## config.mk

```make
export PLATFORM = sky130hd
export DESIGN_NAME = instr_fetch_unit
export DESIGN_NICKNAME = d
export VERILOG_FILES = /design/src/rtl/instr_fetch_unit.sv
export SDC_FILE = /design/constraint.sdc
export NUM_CORES = 1
export LEC_CHECK = 0
export BUFFER_PORTS_ARGS = -buffer_cell sky130_fd_sc_hd__buf_2
export CAP_MARGIN = 20
export CORE_MARGIN = 3
export CORE_UTILIZATION = 28
export DETAILED_ROUTE_END_ITERATION = 16
export PLACE_DENSITY_LB_ADDON = 0.2
export SYNTH_ARGS = -nofsm -noshare
export SYNTH_HDL_FRONTEND = slang
export SYNTH_SLANG_ARGS = --single-unit
export TNS_END_PERCENT = 1
```

## constraint.sdc

```tcl
create_clock -name CLK -period 3.32 [get_ports CLK]
set_input_delay 0.332 -clock CLK [delete_from_list [all_inputs] [get_ports CLK]]
set_output_delay 0.332 -clock CLK [all_outputs]
set_load 0.005 [all_outputs]
```

## src/rtl/instr_fetch_unit.sv

```systemverilog
// ============================================================================
// instr_fetch_unit
// ----------------------------------------------------------------------------
// Multi-cycle instruction fetch stage that sits directly downstream of the
// program counter. On a fetch request it captures the PC, issues a single
// valid/ready request to instruction memory, waits for the one-cycle response,
// latches the returned word into the instruction register and pulses PC_en
// for one cycle so the PC advances exactly once per completed fetch.
// Flushes (taken branches), misaligned PCs and memory timeouts are handled
// without ever producing a spurious PC_en.
//
// Parameters
//   ADDR_W   width of PC / memory address
//   DATA_W   instruction word width
//   TIMEOUT  cycles spent in WAIT/DRAIN without a response before faulting
//            (1 .. 2**CNT_W-1)
//   CNT_W    width of the timeout counter
//
// Ports
//   CLK            in   clock, rising edge
//   Reset_n        in   asynchronous active-low reset
//   PC             in   current PC from the program counter
//   Fetch_go       in   start a fetch (level, only looked at while idle)
//   Flush          in   abandon the current fetch (branch taken)
//   imem_req_valid out  request valid towards instruction memory
//   imem_req_ready in   memory accepts the request
//   imem_addr      out  request address (PC captured at fetch start)
//   imem_rsp_valid in   response valid, one cycle per accepted request
//   imem_rsp_data  in   response instruction word
//   Instr          out  instruction register
//   Instr_valid    out  Instr holds a fetched, unflushed word
//   PC_en          out  one-cycle advance enable for the program counter
//   Busy           out  a fetch is in progress (not IDLE, not ERROR)
//   Fault          out  one-cycle pulse on misaligned PC, sticky on timeout
// ============================================================================
module instr_fetch_unit #(
    parameter int ADDR_W  = 32,
    parameter int DATA_W  = 32,
    parameter int TIMEOUT = 255,
    parameter int CNT_W   = 8
) (
    input  logic              CLK,
    input  logic              Reset_n,
    input  logic [ADDR_W-1:0] PC,
    input  logic              Fetch_go,
    input  logic              Flush,
    output logic              imem_req_valid,
    input  logic              imem_req_ready,
    output logic [ADDR_W-1:0] imem_addr,
    input  logic              imem_rsp_valid,
    input  logic [DATA_W-1:0] imem_rsp_data,
    output logic [DATA_W-1:0] Instr,
    output logic              Instr_valid,
    output logic              PC_en,
    output logic              Busy,
    output logic              Fault
);

    typedef enum logic [2:0] {
        S_IDLE  = 3'd0,
        S_REQ   = 3'd1,
        S_WAIT  = 3'd2,
        S_DRAIN = 3'd3,
        S_ERROR = 3'd4
    } state_t;

    // The counter is cleared at the handshake and incremented once per
    // response-less cycle; reaching TIMEOUT-1 in such a cycle means TIMEOUT
    // cycles have gone by without a response.
    localparam logic [CNT_W-1:0] CNT_LAST = CNT_W'(TIMEOUT - 1);

    state_t           state;
    logic [CNT_W-1:0] cnt;

    always_ff @(posedge CLK or negedge Reset_n) begin
        if (!Reset_n) begin
            state          <= S_IDLE;
            cnt            <= '0;
            imem_req_valid <= 1'b0;
            imem_addr      <= '0;
            Instr          <= '0;
            Instr_valid    <= 1'b0;
            PC_en          <= 1'b0;
            Busy           <= 1'b0;
            Fault          <= 1'b0;
        end else begin
            // PC_en is a strict single-cycle pulse.
            PC_en <= 1'b0;

            unique case (state)
                S_IDLE: begin
                    // Misalign fault is a pulse: cleared on every idle cycle
                    // unless re-raised below.
                    Fault <= 1'b0;
                    if (Flush) begin
                        // Flush takes priority over a concurrent Fetch_go.
                        Instr_valid <= 1'b0;
                    end else if (Fetch_go) begin
                        if (PC[1:0] == 2'b00) begin
                            imem_addr      <= PC;
                            Instr_valid    <= 1'b0;
                            imem_req_valid <= 1'b1;
                            Busy           <= 1'b1;
                            state          <= S_REQ;
                        end else begin
                            Fault <= 1'b1;
                        end
                    end
                end

                S_REQ: begin
                    // imem_addr is not touched here, so it stays stable for
                    // the whole time the request is pending.
                    if (imem_req_ready) begin
                        // Once the handshake happens the memory owes a
                        // response; a flush in this same cycle must still
                        // drain it.
                        imem_req_valid <= 1'b0;
                        cnt            <= '0;
                        state          <= Flush ? S_DRAIN : S_WAIT;
                    end else if (Flush) begin
                        imem_req_valid <= 1'b0;
                        Busy           <= 1'b0;
                        state          <= S_IDLE;
                    end
                end

                S_WAIT, S_DRAIN: begin
                    cnt <= cnt + 1'b1;
                    if (imem_rsp_valid) begin
                        // Only an unflushed response in WAIT commits.
                        if ((state == S_WAIT) && !Flush) begin
                            Instr       <= imem_rsp_data;
                            Instr_valid <= 1'b1;
                            PC_en       <= 1'b1;
                        end
                        Busy  <= 1'b0;
                        state <= S_IDLE;
                    end else if (cnt == CNT_LAST) begin
                        Fault <= 1'b1;
                        Busy  <= 1'b0;
                        state <= S_ERROR;
                    end else if ((state == S_WAIT) && Flush) begin
                        state <= S_DRAIN;
                    end
                end

                S_ERROR: begin
                    // Terminal until reset.
                    Fault          <= 1'b1;
                    Busy           <= 1'b0;
                    imem_req_valid <= 1'b0;
                end

                default: begin
                    state          <= S_IDLE;
                    imem_req_valid <= 1'b0;
                    Busy           <= 1'b0;
                end
            endcase
        end
    end

endmodule

```

==> flow_summary.toml <==
[pwr]
pwr_density_cell_nw_per_um2 = 850
p_sw_frac = 0.285
seq_power_share = 0.441
power_w = 0.00378
internal_power_w = 0.00270
combPwrFrac = 0.330
p_leak_nw = 2.34
clockPowerShare = 0.229
vdd_drop_max_mv = 0.273
switching_power_w = 0.00107

[die]
core_area_um2 = 11600
dieArea_um2 = 13400
die_h_um = 116
start_util = 0.291
rows = 39
ios = 139
die_w_um = 116

[setup_path]
path_class = "register to register"
max_stage_delay_ns = 0.72
worst-path-buf-inv = 0
path_cells = "and2b_1 > nand3_2 > mux2_2"
cp_slowest_cell = "nand3_2"
r2r_slack_ns = 1.12
required_ns = 3.53
critPathTopFamily = "simple AND/OR/NAND/NOR gates"
cp-start-kind = "register"
critPathCaptureType = "register"
path_max_fanout = 34
arrival_ns = 2.41

[sta]
setup_violations = 0
slew_viol_final = 0
setup_tns_ns = 0
fin_worst_skew_ns = 0.00549
slew_headroom = 0.395
finalCritPeriodShare = 0.663
tightest_slew_ns = 0.907
rsz0062_at_grt = "no"
fin_crit_ns = 2.20
max_freq_mhz = 454
hold_viol_final = 0

[clocking]
clkSinkCount = 80
cts-resized-gates = 0
cts_tree = "built"
root_buffer = "clkbuf_16"
clk_pin_slew_worst_paths_ns = 0.06
cts_max_path_buffers = 2
cts_buffers = 9
htree_levels = 3
clk_latency_ns = 0.33

[logic_synthesis]
synth_top_area_share = 0.592
synth-main-ff-cell = "dfrtp_1"
syn_inst = 228
yosys_warnings = 0
avgSynthCellArea_um2 = 14.8
synth_edf_count = 0
synth_top_area_cell = "dfrtp_1"
synthMuxAreaShare = 0.241
syn-num-nets = 300
syn-cell-area_um2 = 3380
ys_top_cells_by_area = "dfrtp_1 (59%), mux2_4 (12%), mux2_2 (11%)"
ys_async_sr_fraction = 1.00
synth_top_family_by_area = "multiplexers"
synthXorXnorAreaFrac = 0.00518
synth_cell_type_count = 40
synth-seq-cells = 80
synthSimpleGateAreaFrac = 0.0777
synthAdderAreaFrac = 0.00740
seq_area_frac_synth = 0.592
synth_compound_area_frac = 0.0426

[global_routing]
grt-ovfl-total = 0
grt_use_total = 0.110
grt_pass1_vias = 2205
grt_max_degree = 81
grt_pass1_wl_mm = 11.3
antenna_found_initial = 0

[layout]
stdcell_area_um2 = 4440
area_growth_syn_to_layout_pct = 31.5
diodes = 0
layout_commonest_cell = "buf_2"
drive_above_1_share = 0.586
layout_common_cells = "buf_2 (137), dfrtp_1 (80), mux2_2 (34)"
nNetsFinal = 439

[routing]
vias = 2284
drtAntennaViolNets = 0
post_drt_wl_per_cell_um = 14.1
drtPass1Iterations = 4
wl_mm = 7.22
drt_iter0_drc = 67
vias_per_cell = 4.45
drc = 0

[min_path]
hp-class = "input port to register"

[placement]
gp_congestion = 0.710
hpwl_mm = 4.98
placed_cell_area_um2 = 4150
portBuffers = 138

[flow_run]
max_cap_viol_count = 0

[outcome]
status = "completed"
layer usage:
metal	GRT usage	routed length (um)	vias to the layer above	share of wire
li1	-	-	1087	-
met1	0.142	3320	1095	0.46
met3	0.0292	515	12	0.071
met5	0	0	-	0
met4	0.0650	184	0	0.025
met2	0.165	3200	90	0.44
synthesized netlist by cell type (3+ instances only):
master	n
buf_2	3
and2_1	3
inv_1	4
nor2_1	6
a21oi_1	4
nand3_1	8
mux2_4	28
buf_6	7
nand2_1	8
mux2_2	34
o21ai_0	10
dfrtp_1	80
power groups by stage:
stage | sequential, W | combinational [W] | clock, W
after floorplan | 0.00168 | 0.000696 | 0
after global placement | 0.00167 | 0.00126 | 0
after detailed placement | 0.00167 | 0.00127 | 0
after CTS | 0.00167 | 0.00127 | 0.000903
after global routing | 0.00173 | 0.00140 | 0.000948
final | 0.00167 | 0.00124 | 0.000866
cells by family (layout without fill, tap and decap cells):
| group | count (synthesis) | count (layout) |
|---|---|---|
| compound gates | 23 | 23 |
| xor+xnor | 2 | 2 |
| fa+ha+maj | 2 | 2 |
| buf+inv | 16 | 158 |
| flops | 80 | 80 |
| mux | 63 | 63 |
| simple gates | 42 | 42 |
state kept, by name, indices dropped and copies added, names as in the netlist:
| register | cells |
|---|---|
| Busy | 1 |
| Fault | 1 |
| Instr | 32 |
| Instr_valid | 1 |
| PC_en | 1 |
| cnt | 8 |
| imem_addr | 32 |
| imem_req_valid | 1 |
| state | 3 |
layout make-up:
cell class,instances,area (um^2)
repair buffers,140,731
well taps,143,179
fillers,1150,7170
clock inverters,1,5.00
clock buffers,13,250
multi-input cells,132,1260
flip-flops and latches,80,2000
inverters,4,15.0
what timing repair did:
item                                   CTS  global route
setup buffers                            0             0
hold buffers                             0             1
endpoints found under the hold margin    0            21
metrics by stage:
step                      std cells  setup slack [ns]  utilization  hold WS [ns]
final                           513              1.12        0.383         0.230
after CTS                       511              1.05        0.379         0.211
after global placement          497              1.10        0.357         0.469
after global routing            513             0.925        0.383         0.216
after floorplan                 228              1.80            -        0.0364
after detailed placement        497              1.06        0.357         0.479
worst paths after layout:
path | startpoint | to | cells past startpoint
worst min register to register | imem_addr[0]$_DFFE_PN0P_ | imem_addr[0]$_DFFE_PN0P_ | 1
worst max register to register | state[2]$_DFFE_PN0P_ | Instr[21]$_DFFE_PN0P_ | 3
worst max-delay path | state[2]$_DFFE_PN0P_ | Instr[21]$_DFFE_PN0P_ | 3
min in group asynchronous | Reset_n | state[2]$_DFFE_PN0P_ | 2
max in group asynchronous | Reset_n | imem_addr[6]$_DFFE_PN0P_ | 3
worst min-delay path | PC[7] | imem_addr[7]$_DFFE_PN0P_ | 2
No activity file was read; power rests on OpenSTA's default activity.
